File: src/rtl/bus_arb16.sv
// 16-requester arbiter with a registered one-entry output stage, round-robin or fixed priority.
// Latency: one edge from the request cycle to out_valid; gnt is combinational in the arbitration cycle.
// Backpressure: a held transfer stays frozen while out_ready is low; req is ignored until it is accepted.
//
// Ports:
//   clk, rst_n          clock and synchronous active-low reset
//   req[15:0]           per-requester level request
//   in_data[255:0]      requester i drives bits [16i+15:16i]
//   gnt[15:0]           one-hot capture pulse to the winner, only in arbitration cycles
//   out_data, out_sel   registered word and source index of the pending transfer
//   out_valid, busy     a transfer is pending (busy mirrors out_valid)
//   out_ready           downstream accepts when out_valid && out_ready
module bus_arb16 #(
  parameter bit RR_EN = 1'b1
) (
  input  logic         clk,
  input  logic         rst_n,
  input  logic [15:0]  req,
  input  logic [255:0] in_data,
  output logic [15:0]  gnt,
  output logic [15:0]  out_data,
  output logic [3:0]   out_sel,
  output logic         out_valid,
  input  logic         out_ready,
  output logic         busy
);

  typedef enum logic {
    IDLE = 1'b0,
    HOLD = 1'b1
  } state_e;

  state_e      state_q, state_d;
  logic [15:0] data_q, data_d;
  logic [3:0]  sel_q, sel_d;
  logic [3:0]  ptr_q, ptr_d;

  logic [3:0]  base;
  logic [15:0] req_rot;
  logic [3:0]  off;
  logic [3:0]  win_idx;
  logic [15:0] win_data;
  logic        arb_en;

  // Fixed priority is round-robin with the scan origin pinned at requester 0.
  assign base = RR_EN ? ptr_q : 4'h0;

  // Rotate so the scan origin lands at bit 0; the lowest set bit of the
  // rotated vector is then the winner's distance from the origin.
  always_comb begin
    req_rot = 16'({req, req} >> base);
  end

  always_comb begin
    off = 4'h0;
    for (int i = 15; i >= 0; i--) begin
      if (req_rot[i]) off = 4'(i);
    end
  end

  assign win_idx  = base + off;               // wraps modulo 16
  assign win_data = in_data[{win_idx, 4'h0} +: 16];

  // An occupied output stage can be refilled in the same cycle it drains,
  // which is what makes back-to-back transfers bubble-free. rst_n gates the
  // grant so no requester sees a capture pulse that reset will discard.
  assign arb_en = rst_n && (req != 16'h0000) && ((state_q == IDLE) || out_ready);

  always_comb begin
    state_d = state_q;
    data_d  = data_q;
    sel_d   = sel_q;
    ptr_d   = ptr_q;
    gnt     = 16'h0000;
    if (arb_en) begin
      gnt     = 16'h0001 << win_idx;
      state_d = HOLD;
      data_d  = win_data;
      sel_d   = win_idx;
      if (RR_EN) ptr_d = win_idx + 4'h1;
    end else if ((state_q == HOLD) && out_ready) begin
      state_d = IDLE;
    end
  end

  always_ff @(posedge clk) begin
    if (!rst_n) begin
      state_q <= IDLE;
      data_q  <= 16'h0000;
      sel_q   <= 4'h0;
      ptr_q   <= 4'h0;
    end else begin
      state_q <= state_d;
      data_q  <= data_d;
      sel_q   <= sel_d;
      ptr_q   <= ptr_d;
    end
  end

  assign out_data  = data_q;
  assign out_sel   = sel_q;
  assign out_valid = (state_q == HOLD);
  assign busy      = out_valid;

endmodule

File: config.mk
export PLATFORM = sky130hd
export DESIGN_NAME = bus_arb16
export DESIGN_NICKNAME = d
export VERILOG_FILES = /design/src/rtl/bus_arb16.sv
export SDC_FILE = /design/constraint.sdc
export NUM_CORES = 1
export LEC_CHECK = 0
export ABC_AREA = 1
export ABC_CLOCK_PERIOD_IN_PS = 8650
export BUFFER_PORTS_ARGS = -buffer_cell sky130_fd_sc_hd__buf_4
export CORE_ASPECT_RATIO = 1.25
export CORE_MARGIN = 4
export CORE_UTILIZATION = 34
export DETAILED_ROUTE_END_ITERATION = 10
export HOLD_SLACK_MARGIN = 0.06
export PLACE_DENSITY = 0.65
export SLEW_MARGIN = 10
export SYNTH_ARGS = -nofsm -noshare
export SYNTH_HDL_FRONTEND = slang
export SYNTH_SLANG_ARGS = --single-unit
File: constraint.sdc
create_clock -name clk -period 8.65 [get_ports clk]
set_input_delay 0.4325 -clock clk [delete_from_list [all_inputs] [get_ports clk]]
set_output_delay 0.4325 -clock clk [all_outputs]
set_load 0.02 [all_outputs]
-- After elaboration in Yosys (flattened, before gate mapping)
Cells that the tools add are included.
- add/sub/neg operators: 2
- shift-type cells: 3
- mux-type cells: 19
- bitwise logic cells: 1
- reduce and logical (&&, ||, !) cells: 6
- operators with widths (kind ; count):
    $shiftx 256x9->16 ; 1
    $mux 4 ; 16
    $shr 32x4->16 ; 1
    $mux 16 ; 1
    $reduce_bool 16->1 ; 1
    $shl 1x4->16 const A ; 1
    $add 4x1->4 const B ; 1
    $add 4x4->4 ; 1
    $logic_and 1x1->1 ; 3
    $mux 1 ; 2
    $reduce_bool 2->1 ; 1
    $logic_or 1x1->1 ; 1
    $not 1->1 ; 1
- register bits after elaboration: 25
- input bits: 275
- output and inout bits: 38
- logic and storage cells: 35

-- Logic depth before layout (Yosys ltp)
- word-level depth: 20
- gate-level depth with buffers: 38
- gate-level depth less buffers: 34

-- Worst setup path after synthesis
No wires, ideal clock.
- kind: reg2out
- start: register ptr_q[0] (netlist: base[0])
- end: output port gnt[0]
- arrival: 3.891 ns
- required time: 8.217 ns
- path slack: 4.326 ns
- cell stages (with the launch flop): 34
- buffers on the path: 5
- cell sequence: dfxtp_1 buf_6 inv_4 buf_12 nand2_2 nand3_1 nand3_1 nand2_1 nand2_1 nand2_1 nand2_1 nand2_1 nand2_1 nand2_1 nand2_1 nand2_1 nand2_1 nand2_1 nand2_1 nand2_1 nand2_1 nand2_1 nand2_1 a21oi_1 ha_1 inv_1 fa_1 clkbuf_1 inv_1 nor2_1 clkbuf_1 buf_1 inv_1 nor3_2
- cells in the longest elaborated chain, start to end: 20
- ends and longest elaborated chain (element ; line ; source):
    from (decl) ; 36 ; logic [3:0] ptr_q, ptr_d;
    from (signal assigned) ; 96 ; ptr_q <= ptr_d;
    $shr 32x4->16 ; 51 ; req_rot = 16'({req, req} >> base);
    $mux 4 (16 in a row) ; 57 ; if (req_rot[i]) off = 4'(i);
    $add 4x4->4 (*) ; 61 ; assign win_idx = base + off;
    $shl 1x4->16 (*) ; 76 ; gnt = 16'h0001 << win_idx;
    $mux 16 (*) ; 75 ; if (arb_en) begin
    to (decl) ; 20 ; output logic [15:0] gnt,
Every way passes the cells marked *; elsewhere a longest branch is shown, timed or not.

-- Final worst setup path
- start: register ptr_q[0] (netlist: base[0])
- end: output port gnt[7]
The elaborated chain is that of the path after synthesis.

==> metrics.txt <==
status complete, no violations; Distinct cells, synth 42; Slew headroom 45.9%; CP required 8.22 ns; CORE AREA 13,300 um^2; worst min path class flip-flop to flip-flop; CP delay by family, top buffers and inverters; CP startpoint kind flip-flop; post-synthesis mux area share 0.214%; Rows 47; Post-synth EDFFs 0; number of global-route vias before repair 6,662; H-Tree Level Count 1; Gates resized, CTS repair 0; post-synthesis async set-or-reset flop share 0%; commonest cells after routing, fill and taps aside buf_4 (320), nand2_1 (314), nand3_1 (180); Net Count, Synth 1,141; Primary FF master, synth dfxtp_1; Post-Syn Instances 861; GRT Total Usage 29.3%; antenna-violating nets left 0; first-pass GRT wire length 36,900 um; critical path data arrival time 5.33 ns; Multi-input gate area 3610 um^2; post-synthesis xor/xnor area fraction 0.375%; Crit path top cell by count nand2_1; critical path's slowest cell dfxtp_1; layout cell share with drive strength beyond 1 34.4%; Final Hold Viols 0; chip height 139 um; crit path max fanout 67; dpl ws 3.18 ns; Die Area 15,700 um^2; commonest non-fill, non-tap cell in the layout buf_4; Synth warnings 0; # port buffers 312; TritonCTS clock tree done; largest family of logic cells by synthesized area simple AND/OR/NAND/NOR gates; DR WL/cell 18.8 um; 1st-iter DRT viols 594; hold buffer count at CTS 0; Worst Setup End Kind primary output; CP max stage delay 0.75 ns; kind of critical path flip-flop to primary output; Die Span X 113 um; via count 6,892; FF+latch area 500 um^2; RSZ-0062 raised after global routing false; DR pass1 iterations 6; min Tclk post-route 5.77 ns; post-synthesis sequential area ratio 10.7%; final wirelength 24,200 um; initial antenna violation count 2; drt drc 0; total CTS buffers 3; Synth Area in Adders 1.50%; syn avg cell area 5.42 um^2; Max-Cap Viols 0; area growth from synthesis to layout 50.4%; Slew Viols, Final 0; Compound-Gate Fraction of Synth Area 13.3%; clock slew seen by the registers of the worst setup and hold paths 0.07 ns; ANT cells 0; largest net degree at the start of global routing 70; CTS sink count 25; Final period util 66.7%; remaining global-route overflow 0; setup bufs post-CTS 0; fin nets 1,396; RePlAce Congestion 0.956; Peak Freq 173 MHz; Post-DP HPWL 19,800 um; Layout fillers 1,457; Mapped Area 4670 um^2; Buf/Inv on CP 7; final worst slack 2.88 ns; clock latency on the worst-skew pair 0.27 ns; Yosys reg bits 25; Setup Skew 0.00824 ns; Tightest Pin Transition 0.811 ns; Sum Neg Setup Slack 0 ns; Max clock buf depth 2; Ports 313; clock root buffer clkbuf_16; Simple-Gate Fraction of Synth Area 61.1%; detail-routed via count per cell 5.36; Initial Utilization 35.0%; Final setup viols 0
==> final timing paths <==
path	start	to	slack, ns	cells after the start
min	out_sel[0]	out_sel[0]	0.48	2
min reg2reg	out_sel[0]	out_sel[0]	0.48	2
max reg2reg	base[0]	out_data[14]	3.18	34
max	base[0]	gnt[7]	2.88	30
==> area by class of cell <==
cell class | instances | share of cell area (%)
Multi-Input combinational cell | 714 | 51.5
Timing Repair Buffer | 320 | 34.2
Sequential cell | 25 | 7.13
Tap cell | 171 | 3.05
Inverter | 52 | 2.92
Clock buffer | 3 | 1.07
Clock inverter | 1 | 0.125
==> layer usage <==
layer	vias up	share of wire [%]	global-route usage, %
li1	3400	-	-
met1	3106	39	36.5
met2	344	49	50.5
met3	38	9.5	7.38
met4	4	2.4	6.77
met5	-	0.058	0
==> through the flow <==
| stage | std cells | hold slack, ns | util, % | instance area, um^2 |
|---|---|---|---|---|
| 6_report | 1286 | 0.475 | 52.6 | 7020 |
| 5_1_grt | 1286 | 0.504 | 52.6 | 7020 |
| 4_1_cts | 1286 | 0.472 | 52.6 | 7020 |
| 3_5_place_dp | 1282 | 0.460 | 52.0 | 6940 |
| 3_3_place_gp | 1282 | 0.457 | 52.0 | 6940 |
| 2_1_floorplan | 861 | 0.538 | - | 4670 |
==> Yosys cell counts (3+ instances only) <==
library cell | number | area, um^2
nand3_2 | 18 | 180
nand2_1 | 314 | 1180
inv_2 | 3 | 11.3
nand3_1 | 180 | 901
nor4_1 | 4 | 25.0
inv_1 | 45 | 169
buf_2 | 5 | 25.0
nand2_4 | 5 | 56.3
buf_4 | 8 | 60.1
clkbuf_1 | 40 | 150
nor2_1 | 51 | 191
o21ai_1 | 8 | 40.0
o21ai_0 | 8 | 40.0
buf_6 | 7 | 78.8
nand2_2 | 5 | 31.3
dfxtp_1 | 25 | 500
nor2_4 | 3 | 33.8
buf_1 | 6 | 22.5
a41oi_1 | 32 | 280
nand4_1 | 18 | 113
ha_1 | 4 | 50.1
nor3_2 | 9 | 90.1
a21oi_1 | 38 | 190
o21ai_2 | 3 | 26.3
==> sequential cells by signal, summed over array words and instances, names as in the netlist <==
register  cells
base          4
busy          1
out_data     16
out_sel       4
==> tightest hold or removal path, stage by stage (launching register included) <==
cell and delay (ns):
dfxtp_1 0.32, nand2_1 0.06, a21oi_1 0.06
==> cells by family (layout without fill, tap and decap cells) <==
kind of cell	Yosys count	count (layout)
and+or+nand+nor	611	611
buffers and inverters	122	376
AOI/OAI and AO/OA	95	95
DFF	25	25
adders and majority gates	5	5
xor gates and xnor gates	2	2
muxes	1	1
Power is not shown: default switching activity piles up to over one toggle a cycle in this logic, so the estimate is an artifact.
